File: src/rtl/pipe_hazard_ctrl.sv
// pipe_hazard_ctrl: per-stage stall/bubble/flush decode with blocked-flush latch, stall watchdog and perf counters
module pipe_hazard_ctrl #(
  parameter int NSTAGE  = 6,
  parameter int ADDR_W  = 32,
  parameter int CNT_W   = 32,
  parameter int TIMEOUT = 1024
) (
  input  logic                     clk,
  input  logic                     rst,
  input  logic [NSTAGE-1:0]        stall_req,
  input  logic [NSTAGE-1:0]        flush_req,
  input  logic [NSTAGE*ADDR_W-1:0] flush_target,
  output logic [NSTAGE-1:0]        stall_state,
  output logic [NSTAGE-1:0]        bubble,
  output logic [NSTAGE-1:0]        flush,
  output logic                     redirect_valid,
  output logic [ADDR_W-1:0]        redirect_pc,
  output logic                     flush_pending,
  output logic                     stall_timeout,
  output logic [CNT_W-1:0]         stall_cycles,
  output logic [CNT_W-1:0]         flush_count
);
  localparam int SW = (NSTAGE > 1) ? $clog2(NSTAGE) : 1;
  localparam int WW = $clog2(TIMEOUT);
  logic              pend_v_q, timeout_q;
  logic [SW-1:0]     pend_src_q;
  logic [ADDR_W-1:0] pend_tgt_q;
  logic [WW-1:0]     wd_q;
  logic [CNT_W-1:0]  stall_cnt_q, flush_cnt_q;
  logic              new_v, use_new, cand_v, issue, any_stall;
  logic [SW-1:0]     new_src, cand_src, k;
  logic [ADDR_W-1:0] new_tgt, cand_tgt;
  logic [NSTAGE-1:0] kill, eff;
  // Issue is decided on raw requests; the stall decode then only sees stages that survive the flush.
  always_comb begin
    new_v = |flush_req;
    new_src = '0;
    for (int i = 0; i < NSTAGE; i++) if (flush_req[i]) new_src = SW'(i);
    new_tgt = flush_target[new_src*ADDR_W +: ADDR_W];
    use_new = new_v && (!pend_v_q || new_src >= pend_src_q);
    cand_v = new_v || pend_v_q;
    cand_src = use_new ? new_src : pend_src_q;
    cand_tgt = use_new ? new_tgt : pend_tgt_q;
    issue = cand_v && !(|(stall_req >> cand_src));
    kill = '0;
    for (int m = 0; m < NSTAGE; m++) kill[m] = issue && (m < int'(cand_src));
    eff = stall_req & ~kill;
    k = '0;
    for (int i = 0; i < NSTAGE; i++) if (eff[i]) k = SW'(i);
    stall_state = '0;
    bubble = '0;
    for (int i = 0; i < NSTAGE; i++) begin
      stall_state[i] = |eff && (SW'(i) <= k);
      bubble[i] = |eff && (i == int'(k) + 1);
    end
    flush = kill;
    redirect_valid = issue;
    redirect_pc = issue ? cand_tgt : '0;
    if (rst) begin
      stall_state = '1;
      bubble = '0;
      flush = '0;
      redirect_valid = 1'b0;
      redirect_pc = '0;
    end
    any_stall = |stall_state;
  end
  always_ff @(posedge clk) begin
    if (rst) begin
      pend_v_q <= 1'b0;
      pend_src_q <= '0;
      pend_tgt_q <= '0;
      wd_q <= '0;
      timeout_q <= 1'b0;
      stall_cnt_q <= '0;
      flush_cnt_q <= '0;
    end else begin
      pend_v_q <= cand_v && !issue;
      pend_src_q <= cand_src;
      pend_tgt_q <= cand_tgt;
      wd_q <= !any_stall ? '0 : (wd_q == WW'(TIMEOUT-1)) ? wd_q : wd_q + 1'b1;
      if (any_stall && wd_q >= WW'(TIMEOUT-2)) timeout_q <= 1'b1;
      if (any_stall && !(&stall_cnt_q)) stall_cnt_q <= stall_cnt_q + 1'b1;
      if (redirect_valid && !(&flush_cnt_q)) flush_cnt_q <= flush_cnt_q + 1'b1;
    end
  end
  assign flush_pending = pend_v_q;
  assign stall_timeout = timeout_q;
  assign stall_cycles = stall_cnt_q;
  assign flush_count = flush_cnt_q;
endmodule

File: config.mk
export PLATFORM = sky130hd
export DESIGN_NAME = pipe_hazard_ctrl
export DESIGN_NICKNAME = d
export VERILOG_FILES = /design/src/rtl/pipe_hazard_ctrl.sv
export SDC_FILE = /design/constraint.sdc
export NUM_CORES = 1
export LEC_CHECK = 0
export BUFFER_PORTS_ARGS = -buffer_cell sky130_fd_sc_hd__buf_2
export CAP_MARGIN = 20
export CORE_AREA = 2 2 127 129
export CTS_BUF_LIST = sky130_fd_sc_hd__clkbuf_8
export DETAILED_ROUTE_END_ITERATION = 8
export DIE_AREA = 0 0 129 131
export PLACE_DENSITY = 0.78
export SYNTH_ARGS = -nofsm -noshare
export SYNTH_HDL_FRONTEND = slang
export SYNTH_SLANG_ARGS = --single-unit
File: constraint.sdc
create_clock -name clk -period 5.8 [get_ports clk]
set_input_delay 0.29 -clock clk [delete_from_list [all_inputs] [get_ports clk]]
set_output_delay 0.29 -clock clk [all_outputs]
set_load 0.01 [all_outputs]
==> impl_metrics.toml <==
[power_and_ir_drop]
power.net_switching_mw = 0.5396
sw_share_pct = 30.46
p_int_mw = 1.232
combPwrFrac_pct = 24.9
pwr-share-seq_pct = 45.7
overall_power_of_the_completed_layout_mw = 1.771
p_leak_nw = 4.191
clock_network_power_share_pct = 29.4
vdd.ir_drop.worst_v = 0.0001540
power_per_cell_area_nw_per_um2 = 196.5

[floorplan]
core_area_um2 = 15600
die_x_um = 129
design.die.area_um2 = 16900
io_pins = 323
num_rows = 46
die_y_um = 131
floorplan.initialDensity_pct = 45.16

[routing]
final_antenna_net_count = 0
drt-wirelength-per-cell_um = 15.42
vias_per_cell = 5.393
post-route-drc-count = 0
drt-initial-drc-count = 626
vias = 8359
wl_um = 23910
length_of_the_first_detailed_routing_pass_in_iterations = 5

[yosys]
postSynthNetCount = 1265
syn-cell-area_um2 = 7044
synth_flop_cell = "sky130_fd_sc_hd__dfxtp_1"
synth_top_cell_area_share_pct = 31.55
synth.largest_area_cell = "sky130_fd_sc_hd__dfxtp_1"
post_synth_most_frequent_cells = "sky130_fd_sc_hd__nand2_1, sky130_fd_sc_hd__nor2_1, sky130_fd_sc_hd__dfxtp_1"
synth-edff-count = 0
post_synth_inst_count = 1052
yosysMostFrequentCell = "sky130_fd_sc_hd__nand2_1"
yosys_warnings = 0
netlist_top_cells_area = "sky130_fd_sc_hd__dfxtp_1, sky130_fd_sc_hd__nand2_1, sky130_fd_sc_hd__nor2_1"
synth_seq_cells = 111
synth_area_per_cell_um2 = 6.696
portion_of_the_post_synthesis_area_used_by_sequential_elements_pct = 31.55
asyncSetResetFlopFracSynth_pct = 0
yosysUniqueCellTypes = 59

[sta]
timing_hold_violations_final = 0
achievable_freq_mhz = 202.6
slew_headroom_pct = 37.50
share_of_the_cycle_needed_by_the_critical_path_after_routing_pct = 85.08
timing.hold.ws_ns = 0.3047
drv_slew = 0
post_layout_minimum_cycle_time_ns = 4.935
unrepaired_setup_endpoints_after_global_routing = "no"
clock-skew-final_ns = 0.008933
report.final.setup_viol = 0
totalNegativeSetupSlack_ns = 0
max_slew.worst_pin.slew_ns = 0.9333

[hold_path]
min_delay_path_depth = 5
min-delay-path-class = "in2reg"
holdCritStartpoint = "flush_target[178]"
hold_crit_endpoint = "pend_tgt_q[18]"

[grt]
antenna_violations_before_repair = 2
grt_pass1_wl_um = 36990
grt_start_max_net_pins = 72
grt-ovfl-total = 0
total_routing_usage_gr_pct = 27.18
via_count_of_the_first_global_routing_pass = 7598

[critical_path]
critical_path.reg2reg.startpoint = "pend_src_q[2]"
timing.critical_path.arrival_ns = 4.64
cp_data_required_time_ns = 5.51
register_to_register_path_depth = 12
crit_path_max_fanout = 22
reg2reg_setup_slack_ns = 1.74
sort_of_element_at_the_end_of_the_critical_path = "output pin"
critPathKind = "in2out"
worst_path_largest_cell_delay_ns = 0.43
crit_chain = "buf_2 > nor2_2 > inv_2 > nor2_1 > buf_6 > ha_1 > and2_1 > a221oi_1 > buf_4 > nand2b_2 > a21oi_1 > o21bai_1 > nand2_1 > nand2_1 > buf_4 > nor3_1 > buf_2"
critPathSlowestCell = "sky130_fd_sc_hd__nand2_1"
worst_r2r_endpoint = "stall_cycles[26]"
cp-start-kind = "input pin"

[clock_tree]
cts_buffer_depth = 2
cts_sinks = 111
post-cts-setup-buffers = 0
worst_setup_hold_path_clk_slew_ns = 0.10
cts_htree_levels = 3
cts_hold_buffers = 0
cts_made_buffers = 9
tritoncts_clock_tree = "built"
ctsRootBufferMaster = "sky130_fd_sc_hd__clkbuf_8"
post_cts_resized = 0
clock_insertion_delay_worst_skew_ns = 0.36

[outcome]
status = "finished clean"

[finish]
number_of_inserted_filler_cells_in_the_final_layout = 1531
drive_above_1_share_pct = 27.33
area_delta_synth_final_pct = 27.98
fin_nets = 1541

[placed_design]
io_buffers = 321
detailedPlacementHpwl_um = 18410
gp_congestion = 0.9973

[flow_run]
drv_cap = 0
[per-layer routing]
metal	GRT usage (%)	share of wire (%)	wire length, um
met3	6.148	8.4	2011
met1	35.98	43	10290
met4	9.079	2.4	567
met2	44.04	46	11020
met5	0	0.054	13
[metrics by stage]
stage	std cells	setup slack [ns]	area (um^2)	util, %
after floorplan	1052	1.318	7044	-
after global placement	1530	0.4823	8735	56.00
after detailed placement	1530	0.3709	8735	56.00
after CTS	1545	0.3320	8964	57.47
after global routing	1548	0.4750	9010	57.77
final	1550	0.8652	9015	57.80
[kinds of logic (layout without fill, tap and decap cells)]
family,after synthesis,count (layout),share of synthesized area [%]
AOI/OAI and AO/OA,184,184,15.54
xor gates and xnor gates,47,47,5.844
adders and majority gates,7,7,1.243
buffers and inverters,88,368,4.831
DFF,111,111,31.55
muxes,12,12,1.847
other,1,3,0.05323
and+or+nand+nor,602,602,39.09
[worst max-delay path by stage]
stage	cells past startpoint	startpoint	slack, ns	to
after floorplan	18	flush_req[4]	1.32	bubble[2]
after global placement	16	flush_req[4]	0.48	flush[3]
after detailed placement	16	flush_req[4]	0.37	flush[3]
after CTS	16	flush_req[4]	0.33	flush[3]
after global routing	17	flush_req[4]	0.47	flush[3]
final	17	flush_req[4]	0.87	flush[3]
[worst max-delay path: cells and delay by family]
family | cells | cell delay (ns)
fa+ha+maj | 1 | 0.24
buf+inv | 6 | 1.31
simple gates | 7 | 1.98
compound gates | 3 | 0.80
[placed cells by master, fill, tap and decap left out, drive strengths merged, types with 10 or more instances in the layout]
master  instances
dfxtp         111
nand2         184
o21ai          30
nor3           36
nand4          21
o22ai          19
xnor2          31
or3            10
and3           26
nor2          172
clkbuf         11
a21oi          99
xor2           16
nand3          97
inv            20
nor2b          26
buf           334
[state kept, by name, summed over array words and instances (netlist names)]
| name | count |
|---|---|
| flush_count | 32 |
| pend_tgt_q | 32 |
| stall_cycles | 32 |
| wd_q | 10 |
| pend_src_q | 3 |
| flush_pending | 1 |
| stall_timeout | 1 |
[power by group through the flow]
stage	Clock, mW	Combinational (mW)	Sequential [mW]
2_1_floorplan	0	0.265	0.825
3_3_place_gp	0	0.428	0.826
3_5_place_dp	0	0.433	0.827
4_1_cts	0.537	0.436	0.809
5_1_grt	0.570	0.491	0.813
6_report	0.520	0.442	0.809
[layout make-up]
class / count / area, um^2 / area share [%]
Multi-Input combinational cell: 853 / 4487 / 49.77
Clock inverter: 4 / 77.57 / 0.8605
Inverter: 19 / 71.32 / 0.7911
Sequential cell: 111 / 2222 / 24.65
Antenna cell: 2 / 5.005 / 0.05552
Tap cell: 216 / 270.3 / 2.998
Clock buffer: 11 / 151.4 / 1.679
Timing Repair Buffer: 334 / 1730 / 19.19
Power figures use the tool's default switching activity.
